==> src/rtl/burst_read_arbiter.sv <==
// Burst read controller: drains NUM_CH sample FIFOs into the Ethernet TX path
// in BURST_LEN-word bursts separated by PAUSE_LEN idle cycles, with backpressure.
module burst_read_arbiter #(
  parameter int NUM_CH    = 2,
  parameter int BURST_LEN = 1024,
  parameter int PAUSE_LEN = 8192,
  parameter int CNT_W     = 16,
  parameter int RR_MODE   = 0,
  localparam int AW       = (NUM_CH > 1) ? $clog2(NUM_CH) : 1
) (
  input  logic              clk,
  input  logic              rstn,
  input  logic              full,
  input  logic [NUM_CH-1:0] empty,
  input  logic              eth_ready,
  output logic              eth_en,
  output logic [NUM_CH-1:0] rd_en,
  output logic [AW-1:0]     addr,
  output logic              burst_done,
  output logic              busy
);

  localparam int PADW = 1 << AW;
  localparam logic [CNT_W-1:0] BURST_LAST = CNT_W'(BURST_LEN - 1);
  localparam logic [CNT_W-1:0] PAUSE_LAST = CNT_W'(PAUSE_LEN - 1);

  localparam logic [1:0] S_IDLE  = 2'd0;
  localparam logic [1:0] S_READ  = 2'd1;
  localparam logic [1:0] S_PAUSE = 2'd2;

  logic [1:0]       state_q, state_d;
  logic [CNT_W-1:0] cnt_q, cnt_d;
  logic [AW-1:0]    ptr_q, ptr_d;

  logic [PADW-1:0]  avail;
  logic [AW-1:0]    sel, idx;
  logic             found;
  logic             any_data, all_empty;

  assign any_data  = |(~empty);
  assign all_empty = &empty;

  // Scan starts at ptr in round-robin mode, at 0 in fixed-priority mode.
  always_comb begin
    avail = PADW'(~empty);
    sel   = '0;
    idx   = '0;
    found = 1'b0;
    for (int unsigned k = 0; k < NUM_CH; k++) begin
      if (RR_MODE != 0) idx = AW'((32'(ptr_q) + k) % NUM_CH);
      else              idx = AW'(k);
      if (!found && avail[idx]) begin
        sel   = idx;
        found = 1'b1;
      end
    end
  end

  always_comb begin
    state_d    = state_q;
    cnt_d      = cnt_q;
    ptr_d      = ptr_q;
    eth_en     = 1'b0;
    rd_en      = '0;
    addr       = '0;
    burst_done = 1'b0;
    busy       = 1'b0;
    case (state_q)
      S_IDLE: begin
        if (full && any_data) begin
          state_d = S_READ;
          cnt_d   = '0;
        end
      end
      S_READ: begin
        busy = 1'b1;
        addr = sel;
        if (all_empty) begin
          state_d = S_IDLE;
          cnt_d   = '0;
        end else if (eth_ready) begin
          eth_en = 1'b1;
          rd_en  = NUM_CH'(1) << sel;
          // Re-locking on every read equals re-locking on the first substitute read.
          if (RR_MODE != 0) ptr_d = sel;
          if (cnt_q == BURST_LAST) begin
            burst_done = 1'b1;
            state_d    = S_PAUSE;
            cnt_d      = '0;
            if (RR_MODE != 0) ptr_d = AW'((32'(sel) + 1) % NUM_CH);
          end else begin
            cnt_d = cnt_q + CNT_W'(1);
          end
        end
      end
      S_PAUSE: begin
        busy = 1'b1;
        addr = sel;
        if (all_empty) begin
          state_d = S_IDLE;
          cnt_d   = '0;
        end else if (cnt_q == PAUSE_LAST) begin
          state_d = S_READ;
          cnt_d   = '0;
        end else begin
          cnt_d = cnt_q + CNT_W'(1);
        end
      end
      default: begin
        state_d = S_IDLE;
        cnt_d   = '0;
      end
    endcase
  end

  always_ff @(posedge clk or negedge rstn) begin
    if (!rstn) begin
      state_q <= S_IDLE;
      cnt_q   <= '0;
      ptr_q   <= '0;
    end else begin
      state_q <= state_d;
      cnt_q   <= cnt_d;
      ptr_q   <= ptr_d;
    end
  end

endmodule

==> config.mk <==
export PLATFORM = sky130hd
export DESIGN_NAME = burst_read_arbiter
export DESIGN_NICKNAME = d
export VERILOG_FILES = /design/src/rtl/burst_read_arbiter.sv
export SDC_FILE = /design/constraint.sdc
export NUM_CORES = 1
export LEC_CHECK = 0
export CORE_MARGIN = 10
export CORE_UTILIZATION = 50
export CTS_CLUSTER_SIZE = 20
export DETAILED_ROUTE_END_ITERATION = 10
export PLACE_DENSITY = 0.74
export SKIP_LAST_GASP = 1
export SLEW_MARGIN = 25
export SYNTH_ARGS = -nofsm -noshare
export SYNTH_HDL_FRONTEND = slang
export SYNTH_SLANG_ARGS = --single-unit
==> constraint.sdc <==
create_clock -name clk -period 2.12 [get_ports clk]
set_clock_uncertainty 0.1 [all_clocks]
set_input_delay 0.424 -clock clk [delete_from_list [all_inputs] [get_ports clk]]
set_output_delay 0.424 -clock clk [all_outputs]
set_load 0.05 [all_outputs]
# Word-level counts from Yosys, hierarchy flattened
# Index checks and enable logic that the tools add are counted.
dict set report word_totals {
  reg_bits 18
  latch_bits 0
  mem_bits_rw 0
  mem_bits_ro 0
  input_bits 6
  out_inout_bits 6
  elab_cells 50
  n_memories 0
}
dict set report op_classes {
  n_addsub 1
  mul 0
  div 0
  order_cmp 0
  n_eq_ne 8
  shift 1
  n_mux 28
  bitwise_logic 1
  n_reduce_logical 9
}
# operator n
set ops {}
lappend ops {{2-to-1 mux 16 bit} 6}
lappend ops {{one-hot mux 16 bit (3 select lines)} 1}
lappend ops {{2-to-1 mux 2 bit} 9}
lappend ops {{adder 16 x 1 -> 16 bit (second input constant)} 1}
lappend ops {{equality test 16 x 10 -> 1 bit (second input constant)} 1}
lappend ops {{equality test 16 x 13 -> 1 bit (second input constant)} 1}
lappend ops {{2-to-1 mux 1 bit} 11}
lappend ops {{inequality test 3 bit (second input constant)} 3}
lappend ops {{one-hot mux 2 bit (3 select lines)} 1}
lappend ops {{AND reduction 2 bit} 2}
lappend ops {{AND reduction 4 bit} 1}
lappend ops {{OR reduction 2 bit} 2}
lappend ops {{equality test 2 x 1 -> 1 bit (second input constant)} 1}
lappend ops {{equality test 2 bit (second input constant)} 1}
lappend ops {{logical AND 1 bit} 2}
lappend ops {{logical NOT 2 bit} 1}
lappend ops {{inequality test 2 bit (second input constant)} 1}
lappend ops {{inverter 2 bit} 1}
lappend ops {{left shift 1 x 1 -> 2 bit (first input constant)} 1}
lappend ops {{logical NOT 1 bit} 1}

# Longest topological paths before layout
# Gate-level depths: netlist (run 1).
dict set report logic_depth {
  depth_word 9
  ltp_mapped 8
  mapped_depth_nobuf 7
}

# Worst setup path after synthesis (run 1)
# OpenSTA, ideal clock, no wires.
dict set report synth_timing {
  path_type {flip-flop to output port}
  start {register state_q[1]}
  end {output port rd_en[1]}
  arrival_ns 1.842
  required_time_ns 1.596
  slack_ns -0.246
  path_stages_with_launch 5
  path_cell_list {dfrtp_1 inv_1 ha_1 nand2_1 nor3b_1}
}
dict set report synth_between {
  elab_chain_len 2
}
# element line_no
set synth_rtl {}
lappend synth_rtl {{from (decl)} 31} ;# logic [1:0] state_q, state_d;
lappend synth_rtl {{from (signal assigned)} 122} ;# state_q <= state_d;
lappend synth_rtl {{equality test 2 x 1 -> 1 bit} 68} ;# case (state_q)
lappend synth_rtl {{2-to-1 mux 2 bit} 68}
lappend synth_rtl {{to (decl)} 17} ;# output logic [NUM_CH-1:0] rd_en,
# Every way passes these cells.

# Final worst setup path (run 1)
dict set report layout_timing {
  start {register cnt_q[0]}
  end {output port burst_done}
}
dict set report layout_between {
  elab_chain_len 5
}
# element line_no
set layout_rtl {}
lappend layout_rtl {{from (decl)} 32} ;# logic [CNT_W-1:0] cnt_q, cnt_d;
lappend layout_rtl {{from (signal assigned)} 123} ;# cnt_q <= cnt_d;
lappend layout_rtl {{equality test 16 x 10 -> 1 bit} 86} ;# if (cnt_q == BURST_LAST) begin
lappend layout_rtl {{2-to-1 mux 1 bit} 86}
lappend layout_rtl {{2-to-1 mux 1 bit} 81} ;# end else if (eth_ready) begin
lappend layout_rtl {{2-to-1 mux 1 bit} 78} ;# if (all_empty) begin
lappend layout_rtl {{2-to-1 mux 1 bit} 68}
lappend layout_rtl {{to (decl)} 19} ;# output logic burst_done,
# Every way passes these cells.

==> results.sh, run 1 <==
export IMPL_status="finished with violations"
export IMPL_violations="negative setup slack"
export IMPL_dp_cells=200
export IMPL_power_switching_uw=854
export IMPL_vias=1322
export IMPL_place_area_mm2=0.00163
export IMPL_path_delay_family="simple AND/OR/NAND/NOR gates"
export IMPL_fin_area_mm2=0.00188
export IMPL_fillers=120
export IMPL_drive_above_1_share=0.438
export IMPL_antenna_found_initial=0
export IMPL_grt_pass1_wl_um=5660
export IMPL_p_int_mw=1.17
export IMPL_switching_share=0.422
export IMPL_ant_nets=0
export IMPL_synthDistinctLibCells=44
export IMPL_finalWorstSetupSlack_ns=-0.213
export IMPL_start_kind="register"
export IMPL_cts_root_buf="clkbuf_4"
export IMPL_power_frac_clock=0.108
export IMPL_num_antenna_cells=0
export IMPL_combPwrFrac=0.694
export IMPL_io_pins=12
export IMPL_final_net_count=197
export IMPL_relSlewSlack=0.740
export IMPL_fin_crit_ns=2.33
export IMPL_slew_viol_final=0
export IMPL_first_pass_iters=5
export IMPL_tns_ns=-0.996
export IMPL_grt_overflow=0
export IMPL_max_stage_delay_ns=0.39
export IMPL_setup_viol_count_final=12
export IMPL_ir_worst_vdd_mv=0.940
export IMPL_synthMuxAreaShare=0.0179
export IMPL_clk_path_buf_depth=2
export IMPL_max_cap_violations=0
export IMPL_yosys_area_share_adder=0.0527
export IMPL_fp_dieW_um=68.7
export IMPL_tightest_slew_ns=0.390
export IMPL_ys_seq_elements=18
export IMPL_clk_pin_slew_worst_paths_ns=0.12
export IMPL_rows=17
export IMPL_final_cell_mix="35 x buf_4, 17 x dfrtp_1, 14 x nand2_1, 11 x nor2_1, 9 x nand3_1"
export IMPL_crit_start="cnt_q[0]$_DFFE_PN0P_"
export IMPL_r2r_start="cnt_q[0]$_DFFE_PN0P_"
export IMPL_syn2layout_area_growth_pct=58.4
export IMPL_ys_warn_count=0
export IMPL_ys_seq_area_frac=0.379
export IMPL_worst_hold_slack_ns=0.335
export IMPL_coreArea_mm2=0.00223
export IMPL_finalPower_mw=2.02
export IMPL_die_area_mm2=0.00472
export IMPL_drt_iter0_drc=113
export IMPL_final_util=0.842
export IMPL_end_kind="output pin"
export IMPL_finalCritPeriodShare=1.10
export IMPL_place_congestion=0.877
export IMPL_yosys_area_share_simple=0.298
export IMPL_wirelength_um=4170
export IMPL_critPathMaxFanout=3
export IMPL_timing_rr_end="cnt_q[7]$_DFFE_PN0P_"
export IMPL_grt_pass1_vias=1173
export IMPL_seqPwrFrac=0.198
export IMPL_synth_xor_area_frac=0
export IMPL_cts_made_buffers=3
export IMPL_insertion_delay_ns=0.30
export IMPL_ff2ff_path_depth=9
export IMPL_synth_edf_count=0
export IMPL_synth_compound_area_frac=0.229
export IMPL_cp_depth=6
export IMPL_criticalPathCategory="reg2out"
export IMPL_drc=0
export IMPL_grt_usage=0.157
export IMPL_cp_slowest_cell="dfrtp_1"
export IMPL_vias_per_cell=6.21
export IMPL_power_leakage_nw=0.814
export IMPL_synthArstFlopShare=1.00
export IMPL_cp_endpoint="burst_done"
export IMPL_cp_num_buf_inv=2
export IMPL_synth_nets=143
export IMPL_dp_hpwl_um=2590
export IMPL_regToRegSetupSlack_ns=-0.12
export IMPL_holdBufCountCts=0
export IMPL_synth_flop_cell="dfrtp_1"
export IMPL_grt_max_degree=19
export IMPL_cts_tree="built"
export IMPL_arrival_ns=1.81
export IMPL_htreeDepth=1
export IMPL_avgSynthCellArea_um2=9.00
export IMPL_hold_violations=0
export IMPL_synth_top_family_by_area="simple AND/OR/NAND/NOR gates"
export IMPL_cts_sinks=18
export IMPL_layout_commonest_cell="buf_4"
export IMPL_min_path_type="in2async"
export IMPL_rsz0062_at_grt="yes"
export IMPL_routedWlPerCell_um=19.6
export IMPL_port_buffers=11
export IMPL_dpl_worst_slack_ns=-0.219
export IMPL_fmax_mhz=429
export IMPL_instances_no_fill=213
export IMPL_cellPowerDensity_mw_per_mm2=1080
export IMPL_syn_area_mm2=0.00119
export IMPL_worstPathRequired_ns=1.60
export IMPL_die_h_um=68.7
export IMPL_path_cells="ha_2 -> nand4_1 -> buf_4 -> nor4_4 -> and2_4 -> buf_12"
export IMPL_start_util=0.532
export IMPL_synthCells=132
==> worst register-to-register path: cells and delay by family (launching register included) <==
family / cells / cell delay (ns)
and+or+nand+nor: 2 / 0.39
DFF: 1 / 0.39
adders and majority gates: 1 / 0.22
buffers and inverters: 3 / 0.51
AOI/OAI and AO/OA: 3 / 0.52
==> power groups by stage <==
| stage | registers [mW] | logic [mW] | clock network [mW] |
|---|---|---|---|
| after floorplan | 0.398 | 0.537 | 0 |
| after global routing | 0.404 | 1.47 | 0.241 |
| after detailed placement | 0.398 | 1.04 | 0 |
| after global placement | 0.394 | 1.01 | 0 |
| after CTS | 0.387 | 1.16 | 0.218 |
| final | 0.401 | 1.41 | 0.218 |
==> cell usage after synthesis, types with 2 or more instances <==
library cell  number  share of area
o2bb2ai_1          2          0.015
inv_1              5          0.016
nand4_1            3          0.016
nor3_1             5          0.021
a22o_1             7          0.052
or4_1              2          0.013
o21ai_0            7          0.030
dfrtp_1           18           0.38
a31oi_1            2          0.011
nor2b_1            2          0.011
nand2_1           15          0.047
or3_1              2          0.011
a21boi_0           2          0.013
and2_1             4          0.021
ha_1               5          0.053
nand3_1            9          0.038
nor2_1            12          0.038
o31ai_1            2          0.013
a21oi_1            3          0.013
==> worst min path at each step <==
stage	end	slack [ns]	from	depth (start not counted)
4_1_cts	cnt_q[12]$_DFFE_PN0P_	0.35	rstn	2
3_5_place_dp	cnt_q[14]$_DFFE_PN0P_	0.45	cnt_q[14]$_DFFE_PN0P_	2
2_1_floorplan	cnt_q[0]$_DFFE_PN0P_	0.03	rstn	0
5_1_grt	cnt_q[13]$_DFFE_PN0P_	0.35	rstn	2
6_report	cnt_q[12]$_DFFE_PN0P_	0.33	rstn	2
3_3_place_gp	state_q[1]$_DFFE_PN0P_	0.43	state_q[1]$_DFFE_PN0P_	1
==> flip-flops by register name, summed over array words and instances, names as in the netlist <==
signal   cells
state_q      2
cnt_q       16
==> layout make-up <==
class                      instances  area [um^2]  area share
multi-input combinational        107          850       0.452
timing repair buffer              51          489       0.260
sequential                        18          452       0.240
clock buffer                       4         36.3      0.0193
tap                               28         35.0      0.0186
inverter                           5         18.8     0.00998
==> logic make-up (layout without fill, tap and decap cells) <==
logic type | after synthesis | after routing
adder cells (fa/ha/maj) | 5 | 5
multiplexers | 2 | 2
AO/OA/AOI/OAI | 37 | 37
flip-flops | 18 | 18
AND/OR/NAND/NOR | 63 | 63
buffers and inverters | 7 | 60
==> what timing repair did <==
| item | 4_1_cts | 5_1_grt |
|---|---|---|
| pin swaps | 5 | 10 |
| setup buffers | 4 | 6 |
| setup endpoints to repair | 12 | 21 |
| gates resized for setup | 15 | 22 |
==> metal layers <==
layer	GRT usage	wire (um)	vias to the layer above
li1	-	-	603
met1	0.194	1590	636
met2	0.271	2200	67
met3	0.0274	235	16
met4	0.0517	148	0
met5	0	0	-
Power figures use the tool's default switching activity.
==> run 2, diff against run 1 <==
--- a/config.mk
+++ b/config.mk
@@ -10,6 +10,7 @@
 export CTS_CLUSTER_SIZE = 20
 export DETAILED_ROUTE_END_ITERATION = 10
 export PLACE_DENSITY = 0.74
+export SETUP_SLACK_MARGIN = 0.05
 export SKIP_LAST_GASP = 1
 export SLEW_MARGIN = 25
 export SYNTH_ARGS = -nofsm -noshare
==> results.sh, run 2 (synthesis gave the netlist of run 1 again) <==
export IMPL_violations="negative setup slack"
export IMPL_num_antenna_cells=0
export IMPL_top_register="cnt_q"
export IMPL_grt_util_met2=0.294
export IMPL_end_kind="output pin"
export IMPL_routedWlPerCell_um=21.5
export IMPL_regToRegSetupSlack_ns=-0.13
export IMPL_use_met1=0.190
export IMPL_place_congestion=0.877
export IMPL_first_pass_iters=5
export IMPL_final_util=0.903
export IMPL_grt_pass1_wl_um=5880
export IMPL_power_frac_clock=0.100
export IMPL_crit_start="cnt_q[0]$_DFFE_PN0P_"
export IMPL_drive_above_1_share=0.497
export IMPL_slew_viol_final=0
export IMPL_drc=0
export IMPL_relSlewSlack=0.691
export IMPL_status="finished with violations"
export IMPL_vias=1453
export IMPL_finalCritPeriodShare=1.11
export IMPL_instances_no_fill=221
export IMPL_ant_nets=0
export IMPL_switching_share=0.420
export IMPL_final_net_count=205
export IMPL_tightest_slew_ns=0.464
export IMPL_start_kind="register"
export IMPL_dp_hpwl_um=2590
export IMPL_htreeDepth=1
export IMPL_busiest_layer="met2"
export IMPL_finalWorstSetupSlack_ns=-0.228
export IMPL_antenna_found_initial=0
export IMPL_setup_viol_count_final=13
export IMPL_worstPathRequired_ns=1.60
export IMPL_rsz0062_at_grt="yes"
export IMPL_fp_dieW_um=68.7
export IMPL_wirelength_um=4750
export IMPL_power_switching_uw=942
export IMPL_io_pins=12
export IMPL_layout_commonest_cell="buf_4"
export IMPL_min_path_type="in2async"
export IMPL_cts_root_buf="clkbuf_4"
export IMPL_clk_path_buf_depth=2
export IMPL_drt_iter0_drc=123
export IMPL_clk_pin_slew_worst_paths_ns=0.12
export IMPL_p_int_mw=1.30
export IMPL_fin_crit_ns=2.35
export IMPL_coreArea_mm2=0.00223
export IMPL_vias_per_cell=6.57
export IMPL_port_buffers=11
export IMPL_cts_made_buffers=3
export IMPL_die_h_um=68.7
export IMPL_cellPowerDensity_mw_per_mm2=1110
export IMPL_die_area_mm2=0.00472
export IMPL_syn2layout_area_growth_pct=69.9
export IMPL_largest_reg_flops=16
export IMPL_final_cell_mix="39 x buf_4, 17 x dfrtp_1, 14 x nand2_1, 11 x nor2_1, 8 x buf_6"
export IMPL_start_util=0.532
export IMPL_fmax_mhz=426
export IMPL_grt_pass1_vias=1242
export IMPL_hold_violations=0
export IMPL_combPwrFrac=0.721
export IMPL_power_leakage_nw=0.893
export IMPL_grt_overflow=0
export IMPL_cts_tree="built"
export IMPL_cts_sinks=18
export IMPL_critPathMaxFanout=4
export IMPL_arrival_ns=1.82
export IMPL_ff2ff_path_depth=9
export IMPL_seqPwrFrac=0.179
export IMPL_dp_cells=200
export IMPL_holdBufCountCts=0
export IMPL_rows=17
export IMPL_ir_worst_vdd_mv=1.23
export IMPL_grt_max_degree=19
export IMPL_max_cap_violations=0
export IMPL_reg_top3="cnt_q: 16 flops, state_q: 2 flops"
export IMPL_criticalPathCategory="reg2out"
export IMPL_met3_usage=0.0258
export IMPL_r2r_start="cnt_q[0]$_DFFE_PN0P_"
export IMPL_grt_usage=0.162
export IMPL_insertion_delay_ns=0.31
run 2: stage by stage:
step	setup slack (ns)	instance area (um^2)	hold slack, ns	power, mW	TNS [ns]
2_1_floorplan	0.0836	1200	0.0284	0.935	0
3_3_place_gp	-0.118	1630	0.431	1.41	-1.10
3_5_place_dp	-0.219	1630	0.447	1.44	-1.69
4_1_cts	-0.296	1790	0.352	1.85	-1.36
5_1_grt	-0.304	2020	0.354	2.33	-2.53
6_report	-0.228	2020	0.330	2.24	-1.26
run 2: metal layers:
layer | vias up | wire (um) | part of all wire
li1 | 615 | - | -
met1 | 692 | 1720 | 0.36
met2 | 97 | 2310 | 0.49
met3 | 49 | 319 | 0.067
met4 | 0 | 393 | 0.083
met5 | - | 0 | 0
run 2: power groups by stage:
stage	clock network (mW)	logic, mW	registers (mW)
final	0.224	1.62	0.401
after CTS	0.218	1.25	0.387
after global routing	0.240	1.69	0.405
after detailed placement	0	1.04	0.398
after floorplan	0	0.537	0.398
after global placement	0	1.01	0.394
run 2: timing repair:
action,in CTS,in global routing
endpoints found under the hold margin,0,0
endpoints found under the setup margin,15,23
setup buffers,5,15
pin swaps,7,16
resized for setup,19,32
run 2: worst paths after layout:
check,to
min in group clk,cnt_q[14]$_DFFE_PN0P_
min reg2reg,cnt_q[14]$_DFFE_PN0P_
max reg2reg,state_q[0]$_DFFE_PN0P_
max,burst_done
min,cnt_q[12]$_DFFE_PN0P_
max in group asynchronous,state_q[0]$_DFFE_PN0P_
run 2: layout make-up:
cell class                      instances  area [um^2]
Fill cell                              83          216
Clock buffer                            4         36.3
Timing Repair Buffer                   59          578
Tap cell                               28         35.0
Sequential cell                        18          452
Multi-Input combinational cell        107          897
Inverter                                5         18.8
run 2: worst max-delay path, stage by stage, from the launching register on:
cell and delay (ns):
dfrtp_1 0.39, ha_2 0.22, nand4_1 0.10, buf_6 0.15, nor4_4 0.32, and2_4 0.21
buf_12 0.13
==> run 3, diff against run 2 <==
--- a/config.mk
+++ b/config.mk
@@ -5,6 +5,7 @@
 export SDC_FILE = /design/constraint.sdc
 export NUM_CORES = 1
 export LEC_CHECK = 0
+export CORE_ASPECT_RATIO = 1.4
 export CORE_MARGIN = 10
 export CORE_UTILIZATION = 50
 export CTS_CLUSTER_SIZE = 20
==> results.sh, run 3 (synthesis gave the netlist of run 1 again) <==
export IMPL_coreArea_mm2=0.00223
export IMPL_wirelength_um=4080
export IMPL_htreeDepth=1
export IMPL_antenna_found_initial=0
export IMPL_dp_hpwl_um=2440
export IMPL_power_leakage_nw=0.811
export IMPL_setup_viol_count_final=13
export IMPL_fmax_mhz=428
export IMPL_clk_pin_slew_worst_paths_ns=0.10
export IMPL_die_h_um=77.7
export IMPL_fp_dieW_um=61.2
export IMPL_reg_top3="cnt_q: 16 flops, state_q: 2 flops"
export IMPL_start_kind="register"
export IMPL_criticalPathCategory="reg2out"
export IMPL_start_util=0.533
export IMPL_timing_rr_end="cnt_q[9]$_DFFE_PN0P_"
export IMPL_cts_sinks=18
export IMPL_grt_usage=0.146
export IMPL_final_net_count=192
export IMPL_slew_viol_final=0
export IMPL_grt_pass1_wl_um=5490
export IMPL_regToRegSetupSlack_ns=-0.09
export IMPL_end_kind="output pin"
export IMPL_vias_per_cell=6.63
export IMPL_insertion_delay_ns=0.31
export IMPL_drc=0
export IMPL_ff2ff_path_depth=8
export IMPL_critPathMaxFanout=4
export IMPL_relSlewSlack=0.742
export IMPL_first_pass_iters=4
export IMPL_worst_hold_slack_ns=0.336
export IMPL_ir_worst_vdd_mv=0.739
export IMPL_worstPathRequired_ns=1.60
export IMPL_cp_slowest_cell="or4b_4"
export IMPL_status="finished with violations"
export IMPL_seqPwrFrac=0.201
export IMPL_crit_start="cnt_q[12]$_DFFE_PN0P_"
export IMPL_power_switching_uw=851
export IMPL_syn2layout_area_growth_pct=58.4
export IMPL_port_buffers=11
export IMPL_rsz0062_at_grt="yes"
export IMPL_cts_root_buf="clkbuf_4"
export IMPL_num_antenna_cells=0
export IMPL_violations="negative setup slack"
export IMPL_tightest_slew_ns=0.385
export IMPL_max_stage_delay_ns=0.51
export IMPL_die_area_mm2=0.00475
export IMPL_layout_commonest_cell="buf_4"
export IMPL_cts_tree="built"
export IMPL_instances_no_fill=201
export IMPL_r2r_start="cnt_q[0]$_DFFE_PN0P_"
export IMPL_rows=20
export IMPL_fin_crit_ns=2.33
export IMPL_cts_made_buffers=3
export IMPL_max_cap_violations=0
export IMPL_clk_path_buf_depth=2
export IMPL_dp_cells=189
export IMPL_cp_num_buf_inv=1
export IMPL_grt_pass1_vias=1245
export IMPL_path_delay_family="simple AND/OR/NAND/NOR gates"
export IMPL_cellPowerDensity_mw_per_mm2=1050
export IMPL_drt_iter0_drc=123
export IMPL_cp_depth=4
export IMPL_grt_max_degree=19
export IMPL_fillers=116
export IMPL_largest_reg_flops=16
export IMPL_p_int_mw=1.13
export IMPL_hold_violations=0
export IMPL_switching_share=0.429
export IMPL_min_path_type="in2async"
export IMPL_arrival_ns=1.81
export IMPL_combPwrFrac=0.710
export IMPL_place_congestion=0.824
export IMPL_power_frac_clock=0.089
export IMPL_path_cells="or4b_4 -> nor4_4 -> and2_4 -> buf_12"
export IMPL_ant_nets=0
export IMPL_cp_endpoint="burst_done"
export IMPL_finalWorstSetupSlack_ns=-0.214
export IMPL_grt_overflow=0
export IMPL_drive_above_1_share=0.464
export IMPL_top_register="cnt_q"
export IMPL_final_cell_mix="32 x buf_4, 18 x dfrtp_1, 13 x nand2_1, 11 x nor2_1, 9 x nand3_1"
export IMPL_vias=1332
export IMPL_io_pins=12
export IMPL_finalCritPeriodShare=1.10
export IMPL_routedWlPerCell_um=20.3
run 3: cell count changes in the layout (fill, tap and decap cells not counted), sizes merged:
| cell | change |
|---|---|
| buf | -13 |
| dlygate4sd2 | +2 |
| clkbuf | -1 |
| clkdlybuf4s50 | -1 |
| dlymetal6s2s | -1 |
run 3: what timing repair did:
item                       4_1_cts  5_1_grt
gates resized for setup         24       30
buffers inserted                 4        5
pin swaps                        6       13
hold buffers                     0        0
setup endpoints to repair       12       21
run 3: final cells by class:
class                   count  area [um^2]  share of cell area
clock buffers               3         22.5              0.0120
inverters                   5         18.8             0.00998
multi-input cells         107          913               0.486
flip-flops and latches     18          450               0.240
well taps                  22         27.5              0.0146
repair buffers             46          448               0.238
run 3: worst register-to-register path, cell delays in order (launching register included):
cell     delay [ns]
dfrtp_1        0.40
ha_4           0.17
nand4_1        0.21
buf_4          0.23
nor4_4         0.36
o22ai_4        0.13
buf_6          0.17
a21o_1         0.16
a22o_1         0.18
run 3: power by group through the flow:
stage / Combinational (mW) / Sequential [mW] / Clock, mW
6_report: 1.41 / 0.398 / 0.177
5_1_grt: 1.50 / 0.402 / 0.186
3_3_place_gp: 0.986 / 0.396 / 0
2_1_floorplan: 0.537 / 0.398 / 0
4_1_cts: 1.16 / 0.387 / 0.169
3_5_place_dp: 1.01 / 0.398 / 0
run 3: worst min path at each step:
stage                                startpoint                     to  slack (ns)
after CTS                                  rstn   cnt_q[5]$_DFFE_PN0P_        0.35
after detailed placement  cnt_q[14]$_DFFE_PN0P_  cnt_q[14]$_DFFE_PN0P_        0.43
after floorplan                            rstn   cnt_q[0]$_DFFE_PN0P_        0.03
final                                      rstn   cnt_q[5]$_DFFE_PN0P_        0.34
after global placement    cnt_q[14]$_DFFE_PN0P_  cnt_q[14]$_DFFE_PN0P_        0.42
after global routing                       rstn   cnt_q[5]$_DFFE_PN0P_        0.35
run 3: per-layer routing:
metal  GRT usage  up-vias  routed length [um]
li1            -      592                   -
met1       0.161      651                1540
met2       0.256       72                2150
met3      0.0195       17                 256
met4      0.0711        0                 127
met5           0        -                   0
run 3: per-stage QoR:
step	total power, mW	worst slack (ns)	util	instance area, um^2	setup TNS, ns
global route	2.08	-0.302	0.844	1880	-2.39
detailed placement	1.41	-0.173	0.710	1580	-1.68
global placement	1.38	-0.170	0.710	1580	-1.17
finish	1.98	-0.214	0.844	1880	-0.962
floorplan	0.935	0.0836	-	1200	0
CTS	1.72	-0.280	0.760	1690	-1.06
